`src/rtl/hilo_muldiv_unit.sv`:
```
// Iterative MIPS multiply/divide unit owning the HI/LO register pair.
// One multiply or divide bit per cycle; MTHI/MTLO write HI/LO immediately.
module hilo_muldiv_unit #(
    parameter int WIDTH = 32,
    parameter int CNT_W = $clog2(WIDTH) + 1
) (
    input  logic             clk,
    input  logic             reset,
    input  logic             start,
    input  logic [2:0]       op,
    input  logic [WIDTH-1:0] rs_val,
    input  logic [WIDTH-1:0] rt_val,
    output logic             busy,
    output logic             done,
    output logic             div_by_zero,
    output logic [WIDTH-1:0] hi,
    output logic [WIDTH-1:0] lo
);

    localparam logic [1:0] IDLE = 2'd0;
    localparam logic [1:0] RUN  = 2'd1;
    localparam logic [1:0] FIX  = 2'd2;

    localparam logic [2:0] OP_MULT  = 3'b000;
    localparam logic [2:0] OP_MULTU = 3'b001;
    localparam logic [2:0] OP_DIV   = 3'b010;
    localparam logic [2:0] OP_DIVU  = 3'b011;
    localparam logic [2:0] OP_MTHI  = 3'b100;
    localparam logic [2:0] OP_MTLO  = 3'b101;

    localparam logic [WIDTH-1:0]   ONE_W  = WIDTH'(1);
    localparam logic [2*WIDTH-1:0] ONE_2W = (2 * WIDTH)'(1);

    logic [1:0]         state;
    logic [CNT_W-1:0]   cnt;
    logic               is_div;
    logic               neg_res;
    logic               neg_rem;
    logic               dz_pend;
    logic [2*WIDTH-1:0] acc;
    logic [WIDTH-1:0]   opb;

    logic               accept_arith;
    logic               signed_op;
    logic [WIDTH:0]     mul_sum;
    logic [WIDTH:0]     rem_sh;
    logic [WIDTH:0]     div_diff;
    logic [2*WIDTH-1:0] mul_next;
    logic [2*WIDTH-1:0] div_next;
    logic [2*WIDTH-1:0] prod_fix;
    logic [WIDTH-1:0]   quo_fix;
    logic [WIDTH-1:0]   rem_fix;

    function automatic logic [WIDTH-1:0] neg_w(input logic [WIDTH-1:0] v);
        return ~v + ONE_W;
    endfunction

    function automatic logic [2*WIDTH-1:0] neg_2w(input logic [2*WIDTH-1:0] v);
        return ~v + ONE_2W;
    endfunction

    function automatic logic [WIDTH-1:0] mag(input logic [WIDTH-1:0] v, input logic sgn);
        return (sgn && v[WIDTH-1]) ? neg_w(v) : v;
    endfunction

    assign accept_arith = (state == IDLE) && start && (op[2] == 1'b0);
    assign signed_op    = ~op[0];

    always_comb begin
        mul_sum  = {1'b0, acc[2*WIDTH-1:WIDTH]} + {1'b0, (acc[0] ? opb : {WIDTH{1'b0}})};
        mul_next = {mul_sum, acc[WIDTH-1:1]};
        // Restoring step: a borrow out of the (WIDTH+1)-bit subtract means keep the shifted remainder.
        rem_sh   = {acc[2*WIDTH-1:WIDTH], acc[WIDTH-1]};
        div_diff = rem_sh - {1'b0, opb};
        div_next = div_diff[WIDTH] ? {rem_sh[WIDTH-1:0], acc[WIDTH-2:0], 1'b0}
                                   : {div_diff[WIDTH-1:0], acc[WIDTH-2:0], 1'b1};
        prod_fix = neg_res ? neg_2w(acc) : acc;
        quo_fix  = neg_res ? neg_w(acc[WIDTH-1:0]) : acc[WIDTH-1:0];
        rem_fix  = neg_rem ? neg_w(acc[2*WIDTH-1:WIDTH]) : acc[2*WIDTH-1:WIDTH];
    end

    // Operand/accumulator datapath: no reset, only meaningful while RUN/FIX
    always_ff @(posedge clk) begin
        if (accept_arith) begin
            is_div  <= op[1];
            dz_pend <= op[1] && (rt_val == {WIDTH{1'b0}});
            neg_res <= signed_op && (rs_val[WIDTH-1] ^ rt_val[WIDTH-1]);
            neg_rem <= signed_op && rs_val[WIDTH-1];
            if (op[1]) begin
                acc <= {{WIDTH{1'b0}}, mag(rs_val, signed_op)};
                opb <= mag(rt_val, signed_op);
            end else begin
                acc <= {{WIDTH{1'b0}}, mag(rt_val, signed_op)};
                opb <= mag(rs_val, signed_op);
            end
        end else if (state == RUN) begin
            acc <= is_div ? div_next : mul_next;
        end
    end

    // Control FSM and architectural HI/LO
    always_ff @(posedge clk) begin
        if (reset) begin
            state       <= IDLE;
            cnt         <= '0;
            busy        <= 1'b0;
            done        <= 1'b0;
            div_by_zero <= 1'b0;
            hi          <= '0;
            lo          <= '0;
        end else begin
            done <= 1'b0;
            case (state)
                IDLE: begin
                    if (start) begin
                        case (op)
                            OP_MTHI: hi <= rs_val;
                            OP_MTLO: lo <= rs_val;
                            OP_MULT, OP_MULTU, OP_DIV, OP_DIVU: begin
                                state       <= RUN;
                                cnt         <= CNT_W'(WIDTH);
                                busy        <= 1'b1;
                                div_by_zero <= 1'b0;
                            end
                            default: ;
                        endcase
                    end
                end
                RUN: begin
                    cnt <= cnt - CNT_W'(1);
                    if (cnt == CNT_W'(1)) state <= FIX;
                end
                FIX: begin
                    state <= IDLE;
                    busy  <= 1'b0;
                    done  <= 1'b1;
                    if (is_div && dz_pend) begin
                        div_by_zero <= 1'b1;
                    end else if (is_div) begin
                        hi <= rem_fix;
                        lo <= quo_fix;
                    end else begin
                        hi <= prod_fix[2*WIDTH-1:WIDTH];
                        lo <= prod_fix[WIDTH-1:0];
                    end
                end
                default: begin
                    state <= IDLE;
                    busy  <= 1'b0;
                end
            endcase
        end
    end

endmodule

```
`config.mk`:
```
export PLATFORM = sky130hd
export DESIGN_NAME = hilo_muldiv_unit
export DESIGN_NICKNAME = d
export VERILOG_FILES = /design/src/rtl/hilo_muldiv_unit.sv
export SDC_FILE = /design/constraint.sdc
export NUM_CORES = 1
export LEC_CHECK = 0
export ABC_AREA = 0
export BUFFER_PORTS_ARGS = -buffer_cell sky130_fd_sc_hd__buf_2
export CORE_ASPECT_RATIO = 1.4
export CORE_MARGIN = 5
export CORE_UTILIZATION = 30
export CTS_CLUSTER_DIAMETER = 80
export DETAILED_ROUTE_END_ITERATION = 8
export PLACE_DENSITY = 0.43
export SYNTH_ARGS = -nofsm -noshare
export SYNTH_HDL_FRONTEND = slang
export SYNTH_SLANG_ARGS = --single-unit
```
`constraint.sdc`:
```
create_clock -name clk -period 4.6 [get_ports clk]
set_input_delay 0.46 -clock clk [delete_from_list [all_inputs] [get_ports clk]]
set_output_delay 0.46 -clock clk [all_outputs]
set_load 0.05 [all_outputs]
```
==> flow_metrics.tcl <==
set metrics [dict create \
    leakagePower_nw 6.92 \
    synth-adder-area-share_pct 6.14 \
    synth-edff-count 100 \
    gp_routability_congestion 0.960 \
    cts_sinks 175 \
    post-place-cells 2561 \
    syn_nets 1977 \
    clkTransAtPathRegs_ns 0.08 \
    core_mm2 0.0491 \
    synthSimpleGateAreaFrac_pct 18.3 \
    final_nets 2085 \
    crit_fanout 37 \
    layout-area-overhead-vs-synth_pct 14.0 \
    tightest_slew_ns 1.02 \
    post-synth-top-area-cell "edfxtp_1" \
    slew_headroom_pct 31.7 \
    crit_required_ns 4.87 \
    htreeDepth 4 \
    critPathLaunchType "flip-flop" \
    status "complete, no violations" \
    clk_latency_ns 0.47 \
    portBuffers 136 \
    rsz0062_at_grt "false" \
    fin_crit_ns 4.24 \
    start_util_pct 30.3 \
    routedWlPerCell_um 24.8 \
    die_x_um 198 \
    grt-ovfl-total 0 \
    drt_iter0_markers 1004 \
    grt_antenna_before_repair 2 \
    fin_area_mm2 0.0170 \
    grt_pass1_wl_um 94700 \
    async_flop_share_pct 0 \
    synth_cells 1835 \
    cts_tree "done" \
    reg2reg_slack_ns 0.36 \
    max-cap-violations 0 \
    placed_area_mm2 0.0164 \
    hold_violations 0 \
    power.density_mw_per_mm2 370 \
    synth_top_family_by_area "compound AO/OA/AOI/OAI gates" \
    fmax_ghz 0.236 \
    critPathKind "flip-flop to flip-flop" \
    synth_area_mm2 0.0149 \
    tns_ns 0 \
    clock_path_buffers 2 \
    multi_input_area_mm2 0.00967 \
    synth-seq-area-share_pct 30.2 \
    via_per_inst 5.60 \
    startpoint "acc[31]$_DFFE_PP_" \
    grt_pass1_vias 14498 \
    synth_warnings 0 \
    peakVddDrop_mv 0.242 \
    regArea_mm2 0.00450 \
    diodes 0 \
    syn_avg_cell_area_um2 8.12 \
    synth_top_area_share_pct 20.1 \
    fillCellCount 5166 \
    vias 14532 \
    fin_util_pct 34.6 \
    drv_slew 0 \
    grt_max_degree 53 \
    r2r-start "acc[31]$_DFFE_PP_" \
    drt_wl_total_um 64400 \
    worstReg2RegEnd "acc[63]$_SDFFCE_PP0P_" \
    rows 96 \
    mostFrequentLayoutCells "nor2_1, a21oi_1, nand2_1, buf_2, mux2i_1" \
    muxShareOfSynthArea_pct 7.73 \
    ioPinCount 137 \
    layout.cells.non_filler 2593 \
    die_y_um 274 \
    first_pass_iters 6 \
    dp_hpwl_um 50900 \
    synth_ff_type "edfxtp_1" \
    cts_made_buffers 17 \
    mostFrequentLayoutCell "nor2_1" \
    drc 0 \
    drive_gt1_share_pct 13.4 \
    synth.distinct_cells 79 \
    clock-skew-final_ns 0.0139 \
    end_kind "flip-flop" \
    cts_hold_buf 0 \
    crit_end "acc[63]$_SDFFCE_PP0P_" \
    ys_ff_latch 175 \
    worstHoldPathType "input port to flip-flop" \
    min_period_over_period_pct 92.2 \
    root_buffer "clkbuf_16" \
    setup_viol 0 \
    ant_nets 0 \
    grt_use_total_pct 23.3 \
    r2r_cells 12 \
    dieArea_mm2 0.0543 \
    synth-xor-area-share_pct 10.2 \
    worstPathArrival_ns 4.51 \
    synth_compound_area_share_pct 22.1 \
    synth_area_leaders "edfxtp_1, dfxtp_1, mux2i_1, a21oi_1, ha_1" \
]
## worst min path at each step
stage | start | end | slack, ns | cells past startpoint
after floorplan | cnt[1]$_SDFFE_PP0P_ | cnt[1]$_SDFFE_PP0P_ | 0.48 | 2
after global placement | hi[18]$_SDFFE_PP0P_ | hi[18]$_SDFFE_PP0P_ | 0.45 | 2
after detailed placement | hi[18]$_SDFFE_PP0P_ | hi[18]$_SDFFE_PP0P_ | 0.45 | 2
after CTS | rs_val[19] | hi[19]$_SDFFE_PP0P_ | 0.34 | 3
after global routing | rs_val[19] | hi[19]$_SDFFE_PP0P_ | 0.36 | 3
final | rs_val[19] | hi[19]$_SDFFE_PP0P_ | 0.35 | 3
## cell usage after synthesis, types with 10 or more instances
master    count
o22ai_1      11
nand3_1      26
nand2b_1     16
clkbuf_1     79
o41ai_1      14
a311oi_1     14
a211oi_1     45
o31ai_1      17
xnor2_1      97
o21ai_0     114
nor2_1      221
nand2_1     148
and3_1       11
a21o_1       26
dfxtp_1      75
edfxtp_1    100
or3_1        12
nand4_1      19
buf_1        10
nor2b_1      13
a21oi_1     194
mux2i_1     114
or4_1        13
inv_1        70
nor4_1       22
ha_1         70
xor2_1       77
nor3_1       45
a31oi_1      17
## final cells by class
| type | instances | area share, % |
|---|---|---|
| repair buffers | 197 | 6.77 |
| multi-input cells | 1480 | 56.9 |
| inverters | 72 | 1.60 |
| clock buffers | 18 | 2.58 |
| flip-flops and latches | 175 | 26.5 |
| well taps | 637 | 4.69 |
| clock inverters | 14 | 0.957 |
## power breakdown
| part | internal, mW | switching, mW |
|---|---|---|
| Sequential | 1.87 | 0.218 |
| Combinational | 1.00 | 1.68 |
| Clock | 0.747 | 0.785 |
## sequential cells by signal, summed over array words and instances (netlist names)
name / flops
neg_rem: 1
hi: 32
done: 1
lo: 32
state: 2
neg_res: 1
is_div: 1
opb: 32
cnt: 6
acc: 64
busy: 1
dz_pend: 1
div_by_zero: 1
## per-layer routing
metal  GRT usage [%]  up-vias  share of wire (%)
met5               0        -              0.051
met4            11.8        4                5.5
met3            2.44      128                3.6
met2            43.1      427                 52
met1            26.2     7049                 39
li1                -     6924                  -
## per-stage QoR
step                      hold slack (ns)  power, mW  worst slack, ns
after floorplan                     0.477       3.88            0.660
after global placement              0.450       4.77            0.132
after detailed placement            0.451       4.76           0.0127
after CTS                           0.342       6.31            0.115
after global routing                0.362       6.65           0.0960
final                               0.350       6.29            0.357
## critical path, cell delays in order, from the launching register on
cell,delay (ns)
edfxtp_1,0.49
inv_1,0.18
ha_1,0.26
fa_1,0.38
nand2b_1,0.21
a21oi_1,0.35
o211a_1,0.23
nor2_1,0.09
a211oi_1,0.44
or3_1,0.28
and2_4,0.61
nand3_1,0.19
a311oi_1,0.32
## cells by family after synthesis
logic type	Yosys count
buffers and inverters	180
and+or+nand+nor	586
DFF	175
AOI/OAI and AO/OA	533
xor gates and xnor gates	174
muxes	115
adders and majority gates	72
## what timing repair did
| item | CTS | global route |
|---|---|---|
| endpoints found under the setup margin | 1 | 4 |
| setup buffers | 0 | 0 |
| gates resized for setup | 1 | 4 |
No activity file was read; power rests on OpenSTA's default activity.
